`config.mk`:
```
export PLATFORM = sky130hd
export DESIGN_NAME = multi_alarm_clock_flat
export DESIGN_NICKNAME = d
export VERILOG_FILES = /design/src/rtl/multi_alarm_clock_if.sv /design/src/rtl/multi_alarm_clock.sv /design/src/flat_wrapper.sv
export SDC_FILE = /design/constraint.sdc
export NUM_CORES = 1
export LEC_CHECK = 0
export CAP_MARGIN = 20
export CORE_MARGIN = 2
export CORE_UTILIZATION = 60
export DETAILED_ROUTE_END_ITERATION = 8
export GPL_TIMING_DRIVEN = 0
export PLACE_DENSITY = 0.9
export SKIP_LAST_GASP = 1
export SYNTH_ARGS = -nofsm -noshare
export SYNTH_HDL_FRONTEND = slang
export SYNTH_SLANG_ARGS = --single-unit
```
`constraint.sdc`:
```
create_clock -name clk -period 10.1 [get_ports clk]
set_clock_uncertainty 0.2 [all_clocks]
set_input_delay 2.525 -clock clk [delete_from_list [all_inputs] [get_ports clk]]
set_output_delay 2.525 -clock clk [all_outputs]
set_load 0.02 [all_outputs]
```
`src/rtl/multi_alarm_clock_if.sv`:
```
// multi_alarm_clock_if: load, control and display bundle for multi_alarm_clock.
//   master : drives time/alarm load fields, load strobes, enables, stop/snooze,
//            display mode; receives BCD display digits, pm and alarm flags.
//   slave  : the clock itself (mirror of master).
interface multi_alarm_clock_if #(
    parameter int unsigned N_ALARMS = 4
);
    localparam int unsigned AW = (N_ALARMS > 1) ? $clog2(N_ALARMS) : 1;

    // Load fields (BCD) and controls
    logic [1:0]          hr_in_1;
    logic [3:0]          hr_in_0;
    logic [3:0]          min_in_1;
    logic [3:0]          min_in_0;
    logic                LD_time;
    logic                LD_alarm;
    logic [AW-1:0]       alarm_sel;
    logic [N_ALARMS-1:0] AL_EN;
    logic                STOP_alarm;
    logic                SNOOZE;
    logic                mode_12h;

    // Display and alarm outputs
    logic [1:0]          hr_out_1;
    logic [3:0]          hr_out_0;
    logic [3:0]          min_out_1;
    logic [3:0]          min_out_0;
    logic [3:0]          sec_out_1;
    logic [3:0]          sec_out_0;
    logic                pm;
    logic [N_ALARMS-1:0] ringing;
    logic                Alarm;

    modport master (
        output hr_in_1, hr_in_0, min_in_1, min_in_0, LD_time, LD_alarm, alarm_sel,
               AL_EN, STOP_alarm, SNOOZE, mode_12h,
        input  hr_out_1, hr_out_0, min_out_1, min_out_0, sec_out_1, sec_out_0, pm,
               ringing, Alarm
    );

    modport slave (
        input  hr_in_1, hr_in_0, min_in_1, min_in_0, LD_time, LD_alarm, alarm_sel,
               AL_EN, STOP_alarm, SNOOZE, mode_12h,
        output hr_out_1, hr_out_0, min_out_1, min_out_0, sec_out_1, sec_out_0, pm,
               ringing, Alarm
    );
endinterface

```
`src/rtl/multi_alarm_clock.sv`:
```
// multi_alarm_clock: 24-hour real-time clock with N_ALARMS programmable alarms,
// snooze and 12/24-hour display. A clock-enable counter produces one tick per
// CLK_DIV system cycles; no divided clock is generated.
// Ports:
//   clk      : system clock, all state changes on rising edge
//   areset_n : asynchronous active-low reset
//   bus      : multi_alarm_clock_if slave (load fields/controls in, BCD display,
//              pm, per-slot ringing and Alarm out)
module multi_alarm_clock #(
    parameter int unsigned CLK_DIV    = 10,
    parameter int unsigned N_ALARMS   = 4,
    parameter int unsigned SNOOZE_MIN = 5
) (
    input logic                 clk,
    input logic                 areset_n,
    multi_alarm_clock_if.slave  bus
);
    localparam int unsigned AW = (N_ALARMS > 1) ? $clog2(N_ALARMS) : 1;
    localparam int unsigned CW = $clog2(CLK_DIV);
    localparam logic [CW-1:0] CNT_MAX = CW'(CLK_DIV - 1);
    localparam logic [6:0]    SNZ     = 7'(SNOOZE_MIN);

    // Time of day held in binary; converted to BCD only for display.
    logic [CW-1:0] cnt_q;
    logic [4:0]    hh_q;
    logic [5:0]    mm_q;
    logic [5:0]    ss_q;

    logic [4:0]    al_hh_q  [N_ALARMS];
    logic [5:0]    al_mm_q  [N_ALARMS];
    logic [4:0]    snz_hh_q [N_ALARMS];
    logic [5:0]    snz_mm_q [N_ALARMS];
    logic [N_ALARMS-1:0] snz_pend_q;
    logic [N_ALARMS-1:0] ring_q;

    // ---------------- Load decode ----------------
    logic [5:0] in_hh;
    logic [7:0] in_mm;
    logic       in_valid;
    logic       ld_time_ok;
    logic       ld_alarm_ok;

    always_comb begin
        in_hh       = 6'(bus.hr_in_1) * 6'd10 + 6'(bus.hr_in_0);
        in_mm       = 8'(bus.min_in_1) * 8'd10 + 8'(bus.min_in_0);
        in_valid    = (bus.hr_in_0 <= 4'd9) && (bus.min_in_1 <= 4'd9) &&
                      (bus.min_in_0 <= 4'd9) && (in_hh <= 6'd23) && (in_mm <= 8'd59);
        ld_time_ok  = bus.LD_time && in_valid;
        ld_alarm_ok = bus.LD_alarm && in_valid && (32'(bus.alarm_sel) < N_ALARMS);
    end

    // A time load restarts the second, so it also swallows a coincident tick.
    logic tick;
    logic min_edge;
    assign tick     = (cnt_q == CNT_MAX) && !ld_time_ok;
    assign min_edge = tick && (ss_q == 6'd59);

    // ---------------- Next time and snooze target ----------------
    logic [4:0] nxt_hh;
    logic [5:0] nxt_mm;
    logic [5:0] nxt_ss;
    logic [6:0] mm_sum;
    logic [4:0] snz_hh;
    logic [5:0] snz_mm;

    always_comb begin
        nxt_hh = hh_q;
        nxt_mm = mm_q;
        nxt_ss = ss_q + 6'd1;
        if (ss_q == 6'd59) begin
            nxt_ss = 6'd0;
            if (mm_q == 6'd59) begin
                nxt_mm = 6'd0;
                nxt_hh = (hh_q == 5'd23) ? 5'd0 : hh_q + 5'd1;
            end else begin
                nxt_mm = mm_q + 6'd1;
            end
        end

        // Snooze target is relative to the currently displayed hh:mm.
        mm_sum = 7'(mm_q) + SNZ;
        if (mm_sum >= 7'd60) begin
            snz_mm = 6'(mm_sum - 7'd60);
            snz_hh = (hh_q == 5'd23) ? 5'd0 : hh_q + 5'd1;
        end else begin
            snz_mm = 6'(mm_sum);
            snz_hh = hh_q;
        end
    end

    // ---------------- Per-slot trigger decode ----------------
    logic [N_ALARMS-1:0] trig;
    logic [N_ALARMS-1:0] sn_fire;
    logic [N_ALARMS-1:0] ld_slot;

    always_comb begin
        trig    = '0;
        sn_fire = '0;
        ld_slot = '0;
        for (int i = 0; i < N_ALARMS; i++) begin
            ld_slot[i] = ld_alarm_ok && (bus.alarm_sel == AW'(i));
            sn_fire[i] = min_edge && bus.AL_EN[i] && snz_pend_q[i] &&
                         (nxt_hh == snz_hh_q[i]) && (nxt_mm == snz_mm_q[i]);
            trig[i]    = sn_fire[i] ||
                         (min_edge && bus.AL_EN[i] &&
                          (nxt_hh == al_hh_q[i]) && (nxt_mm == al_mm_q[i]));
        end
    end

    // ---------------- State ----------------
    always_ff @(posedge clk or negedge areset_n) begin
        if (!areset_n) begin
            cnt_q      <= '0;
            hh_q       <= '0;
            mm_q       <= '0;
            ss_q       <= '0;
            snz_pend_q <= '0;
            ring_q     <= '0;
            for (int i = 0; i < N_ALARMS; i++) begin
                al_hh_q[i]  <= '0;
                al_mm_q[i]  <= '0;
                snz_hh_q[i] <= '0;
                snz_mm_q[i] <= '0;
            end
        end else begin
            if (ld_time_ok) begin
                cnt_q <= '0;
                hh_q  <= in_hh[4:0];
                mm_q  <= in_mm[5:0];
                ss_q  <= 6'd0;
            end else begin
                cnt_q <= (cnt_q == CNT_MAX) ? '0 : cnt_q + CW'(1);
                if (tick) begin
                    hh_q <= nxt_hh;
                    mm_q <= nxt_mm;
                    ss_q <= nxt_ss;
                end
            end

            for (int i = 0; i < N_ALARMS; i++) begin
                if (ld_slot[i]) begin
                    al_hh_q[i] <= in_hh[4:0];
                    al_mm_q[i] <= in_mm[5:0];
                end
                // Disable dominates; otherwise a trigger beats stop/snooze/load.
                if (!bus.AL_EN[i]) begin
                    ring_q[i]     <= 1'b0;
                    snz_pend_q[i] <= 1'b0;
                end else if (trig[i]) begin
                    ring_q[i] <= 1'b1;
                    if (sn_fire[i]) begin
                        snz_pend_q[i] <= 1'b0;
                    end
                end else if (ld_slot[i] || bus.STOP_alarm) begin
                    ring_q[i]     <= 1'b0;
                    snz_pend_q[i] <= 1'b0;
                end else if (bus.SNOOZE && ring_q[i]) begin
                    ring_q[i]     <= 1'b0;
                    snz_pend_q[i] <= 1'b1;
                    snz_hh_q[i]   <= snz_hh;
                    snz_mm_q[i]   <= snz_mm;
                end
            end
        end
    end

    // ---------------- Display ----------------
    function automatic logic [7:0] to_bcd(input logic [6:0] v);
        logic [3:0] t;
        logic [6:0] r;
        t = 4'd0;
        r = v;
        for (int k = 0; k < 9; k++) begin
            if (r >= 7'd10) begin
                r = r - 7'd10;
                t = t + 4'd1;
            end
        end
        return {t, 4'(r)};
    endfunction

    logic [4:0] disp_hh;
    logic [1:0] hr_tens;
    logic [7:0] mm_bcd;
    logic [7:0] ss_bcd;

    always_comb begin
        disp_hh = hh_q;
        if (bus.mode_12h) begin
            if (hh_q == 5'd0) begin
                disp_hh = 5'd12;
            end else if (hh_q > 5'd12) begin
                disp_hh = hh_q - 5'd12;
            end
        end
        hr_tens = (disp_hh >= 5'd20) ? 2'd2 : ((disp_hh >= 5'd10) ? 2'd1 : 2'd0);
        mm_bcd  = to_bcd(7'(mm_q));
        ss_bcd  = to_bcd(7'(ss_q));
    end

    assign bus.hr_out_1  = hr_tens;
    assign bus.hr_out_0  = 4'(disp_hh - 5'(hr_tens) * 5'd10);
    assign bus.min_out_1 = mm_bcd[7:4];
    assign bus.min_out_0 = mm_bcd[3:0];
    assign bus.sec_out_1 = ss_bcd[7:4];
    assign bus.sec_out_0 = ss_bcd[3:0];
    assign bus.pm        = (hh_q >= 5'd12);
    assign bus.ringing   = ring_q;
    assign bus.Alarm     = |ring_q;

endmodule
```
`src/flat_wrapper.sv`:
```
// flat-port wrapper written by rule: the top's interface ports become plain ports
module multi_alarm_clock_flat 
#(
    parameter int unsigned CLK_DIV    = 10,
    parameter int unsigned N_ALARMS   = 4,
    parameter int unsigned SNOOZE_MIN = 5
)
  (clk, areset_n, bus_hr_in_1, bus_hr_in_0, bus_min_in_1, bus_min_in_0, bus_LD_time, bus_LD_alarm, bus_alarm_sel, bus_AL_EN, bus_STOP_alarm, bus_SNOOZE, bus_mode_12h, bus_hr_out_1, bus_hr_out_0, bus_min_out_1, bus_min_out_0, bus_sec_out_1, bus_sec_out_0, bus_pm, bus_ringing, bus_Alarm);
  multi_alarm_clock_if #(.N_ALARMS(N_ALARMS)) bus_i ();
  input logic clk;
  input logic areset_n;
  input wire logic [$bits(bus_i.hr_in_1)-1:0] bus_hr_in_1;
  input wire logic [$bits(bus_i.hr_in_0)-1:0] bus_hr_in_0;
  input wire logic [$bits(bus_i.min_in_1)-1:0] bus_min_in_1;
  input wire logic [$bits(bus_i.min_in_0)-1:0] bus_min_in_0;
  input wire logic [$bits(bus_i.LD_time)-1:0] bus_LD_time;
  input wire logic [$bits(bus_i.LD_alarm)-1:0] bus_LD_alarm;
  input wire logic [$bits(bus_i.alarm_sel)-1:0] bus_alarm_sel;
  input wire logic [$bits(bus_i.AL_EN)-1:0] bus_AL_EN;
  input wire logic [$bits(bus_i.STOP_alarm)-1:0] bus_STOP_alarm;
  input wire logic [$bits(bus_i.SNOOZE)-1:0] bus_SNOOZE;
  input wire logic [$bits(bus_i.mode_12h)-1:0] bus_mode_12h;
  output wire logic [$bits(bus_i.hr_out_1)-1:0] bus_hr_out_1;
  output wire logic [$bits(bus_i.hr_out_0)-1:0] bus_hr_out_0;
  output wire logic [$bits(bus_i.min_out_1)-1:0] bus_min_out_1;
  output wire logic [$bits(bus_i.min_out_0)-1:0] bus_min_out_0;
  output wire logic [$bits(bus_i.sec_out_1)-1:0] bus_sec_out_1;
  output wire logic [$bits(bus_i.sec_out_0)-1:0] bus_sec_out_0;
  output wire logic [$bits(bus_i.pm)-1:0] bus_pm;
  output wire logic [$bits(bus_i.ringing)-1:0] bus_ringing;
  output wire logic [$bits(bus_i.Alarm)-1:0] bus_Alarm;
  assign bus_i.hr_in_1 = bus_hr_in_1;
  assign bus_i.hr_in_0 = bus_hr_in_0;
  assign bus_i.min_in_1 = bus_min_in_1;
  assign bus_i.min_in_0 = bus_min_in_0;
  assign bus_i.LD_time = bus_LD_time;
  assign bus_i.LD_alarm = bus_LD_alarm;
  assign bus_i.alarm_sel = bus_alarm_sel;
  assign bus_i.AL_EN = bus_AL_EN;
  assign bus_i.STOP_alarm = bus_STOP_alarm;
  assign bus_i.SNOOZE = bus_SNOOZE;
  assign bus_i.mode_12h = bus_mode_12h;
  assign bus_hr_out_1 = bus_i.hr_out_1;
  assign bus_hr_out_0 = bus_i.hr_out_0;
  assign bus_min_out_1 = bus_i.min_out_1;
  assign bus_min_out_0 = bus_i.min_out_0;
  assign bus_sec_out_1 = bus_i.sec_out_1;
  assign bus_sec_out_0 = bus_i.sec_out_0;
  assign bus_pm = bus_i.pm;
  assign bus_ringing = bus_i.ringing;
  assign bus_Alarm = bus_i.Alarm;
  multi_alarm_clock #(.CLK_DIV(CLK_DIV), .N_ALARMS(N_ALARMS), .SNOOZE_MIN(SNOOZE_MIN)) u_core (.clk(clk), .areset_n(areset_n), .bus(bus_i));
endmodule
```
==> flow_summary.json <==
{
  "wl_met3_mm": 2.665,
  "synth-adder-area-share": 0.06759,
  "cts_tree": "yes",
  "numCtsBuffers": 17,
  "worst_setup_path_start_kind": "register",
  "drc": 0,
  "ys_types": 94,
  "synthDominantAreaCellType": "dfrtp_1",
  "via_per_inst": 6.600,
  "placed_cells": 1436,
  "clockBufferDepth": 2,
  "drv_cap": 0,
  "seq_area_frac_synth": 0.2855,
  "worst-slew-pin-transition_ps": 958.5,
  "numPortBuffers": 54,
  "dp.final_hpwl_mm": 19.73,
  "grt_overflow": 0,
  "core_area_um2": 16640,
  "grt_usage": 0.3218,
  "finalHoldViolCount": 0,
  "diodes": 0,
  "drv_slew": 0,
  "synth_warnings": 0,
  "num_rows": 47,
  "clkTransAtPathRegs_ps": 60,
  "path_depth": 33,
  "wl_met2_mm": 15.02,
  "die_area_um2": 18150,
  "critPathRequiredTime_ps": 7380,
  "cp_max_fo": 10,
  "crit_path_end_kind": "primary output",
  "layout.nets": 1351,
  "top_layer": "met4",
  "fin_ws_ps": 242.2,
  "root_buffer": "clkbuf_16",
  "relSlewSlack": 0.3610,
  "start_util": 0.6163,
  "design_area_um2": 12520,
  "synth_edf_count": 0,
  "holdPathEnd": "u_core.cnt_q[0]",
  "drt_iter0_drc": 1006,
  "timing.final.crit_share": 0.9760,
  "grt_first_pass_wirelength_mm": 46.71,
  "boundaryPins": 55,
  "synth.top_cell.area_share": 0.2855,
  "reg2reg_slack_ps": 4170,
  "areaGrowthSynthToFinish_pct": 22.11,
  "critical_path_buf_inv_count": 5,
  "first_pass_iters": 6,
  "finalCriticalPeriod_ps": 9858,
  "synth_common_cells": "117 x dfrtp_1, 101 x nand2_1, 89 x xnor2_1",
  "slowest_stage": "or4_4",
  "avgRoutedWirePerCell_um": 20.06,
  "syn_avg_cell_area_um2": 8.880,
  "synthXorXnorAreaFrac": 0.1376,
  "syn_nets": 1235,
  "synth-seq-cells": 117,
  "drive_above_1_share": 0.2315,
  "h-tree-depth": 4,
  "antenna_left": 0,
  "hp-class": "register to register",
  "hp-start": "u_core.cnt_q[0]",
  "routabilityCongestion": 0.9155,
  "synthCells": 1155,
  "vias": 9920,
  "stdcell_count": 1503,
  "async_reset_ff_frac": 1.000,
  "worstSetupPathType": "register to primary output",
  "ff2ff_path_depth": 17,
  "syn_area_um2": 10260,
  "worst_ep_arrival_time_ps": 7130,
  "min_path_cells": 1,
  "yosys-top-cells-area": "dfrtp_1 29%, mux2_2 8.7%, xnor2_1 7.6%, ha_1 6.0%, xor2_1 4.9%",
  "synth_top_family_by_area": "simple AND/OR/NAND/NOR gates",
  "worstSkewPairLatency_ps": 420,
  "clock.fmax_mhz": 101.4,
  "cp_slowest_stage_delay_ps": 460,
  "grt_pass1_vias": 9469,
  "synth_ff_type": "dfrtp_1",
  "dp_slack_ps": -982.0,
  "cts.sinks": 117,
  "die_y_um": 134.7,
  "die_x_um": 134.7,
  "r2r_start": "u_core.mm_q[1]",
  "synth-simple-area-share": 0.1918,
  "m1WireLength_mm": 11.07,
  "grt_max_degree": 96,
  "cp_top_family": "simple AND/OR/NAND/NOR gates",
  "setup_violations": 0,
  "antenna_found_initial": 0,
  "synth_mux_area_frac": 0.1043,
  "outcome": "finished clean",
  "place_area_um2": 11160,
  "cp_common_cell": "buf_6",
  "synth_most_common_cell": "dfrtp_1",
  "reg2reg_to": "u_core.snz_mm_q[10]",
  "synth_compound_area_frac": 0.1769,
  "wirelength_mm": 30.15
}
==> placed cells by master, fill, tap and decap left out, types with 10 or more instances in the layout <==
master           count
a21o_1              11
a21oi_1             49
and2_1              11
buf_4               40
buf_6               13
clkbuf_1            24
clkbuf_16           17
clkdlybuf4s50_1     40
dfrtp_1            114
ha_1                45
inv_1               33
mux2_2              79
mux2i_1             17
nand2_1             99
nand2b_1            13
nand3_1             29
nand4_1             22
nor2_1              66
nor2b_1             15
nor3_1              31
nor4_1              10
o21ai_0             76
or3_1               10
xnor2_1             84
xor2_1              56
==> worst max-delay path by stage <==
stage / to / start / slack, ps
4_1_cts: bus_sec_out_1[3] / u_core.ss_q[1] / 6
3_3_place_gp: bus_min_out_1[3] / u_core.mm_q[1] / -890
3_5_place_dp: bus_min_out_1[3] / u_core.mm_q[1] / -980
6_report: bus_sec_out_1[3] / u_core.ss_q[5] / 240
2_1_floorplan: bus_min_out_1[3] / u_core.mm_q[1] / 600
5_1_grt: bus_min_out_1[3] / u_core.mm_q[1] / -150
==> through the flow <==
stage               hold slack (ps)  utilization  setup TNS, ps
finish                        306.4       0.7525              0
global route                  332.9       0.7525         -740.8
CTS                           311.8       0.7219              0
detailed placement            290.2       0.6705          -7992
global placement              279.9       0.6653          -6436
floorplan                     260.1            -              0
==> layout make-up <==
cell class                 count  area [um2]
sequential                   117        2932
clock buffer                  22       484.2
inverter                      39       150.1
tap                          220       275.3
clock inverter                 9       125.1
multi-input combinational    952        7423
timing repair buffer         100       907.1
fill                        1074        4119
buffer                        44       226.5
==> sequential cells by signal, summed over array words and instances (netlist names) <==
register,flops
u_core.al_hh_q,20
u_core.al_mm_q,24
u_core.bus.ringing,4
u_core.cnt_q,4
u_core.hh_q,5
u_core.mm_q,6
u_core.snz_hh_q,20
u_core.snz_mm_q,24
u_core.snz_pend_q,4
u_core.ss_q,6
==> cells by family (layout without fill, tap and decap cells) <==
family / count (synthesis) / after routing
mux: 97 / 97
simple gates: 379 / 379
flops: 117 / 117
buf+inv: 86 / 214
xor+xnor: 153 / 153
compound gates: 270 / 270
fa+ha+maj: 53 / 53
==> timing repair <==
action,in CTS,in global routing
buffers inserted,14,23
hold buffers,0,0
pin swaps,8,27
resized for setup,57,86
endpoints found under the setup margin,14,14
==> per-layer routing <==
metal | vias to the layer above | GRT usage
li1 | 4411 | -
met2 | 610 | 0.5618
met5 | - | 0
met1 | 4765 | 0.3857
met4 | 0 | 0.1515
met3 | 134 | 0.05631
Power is left out: the tool's default activity adds up to more than one toggle a clock period on the data nets, which glitch-free logic cannot reach.
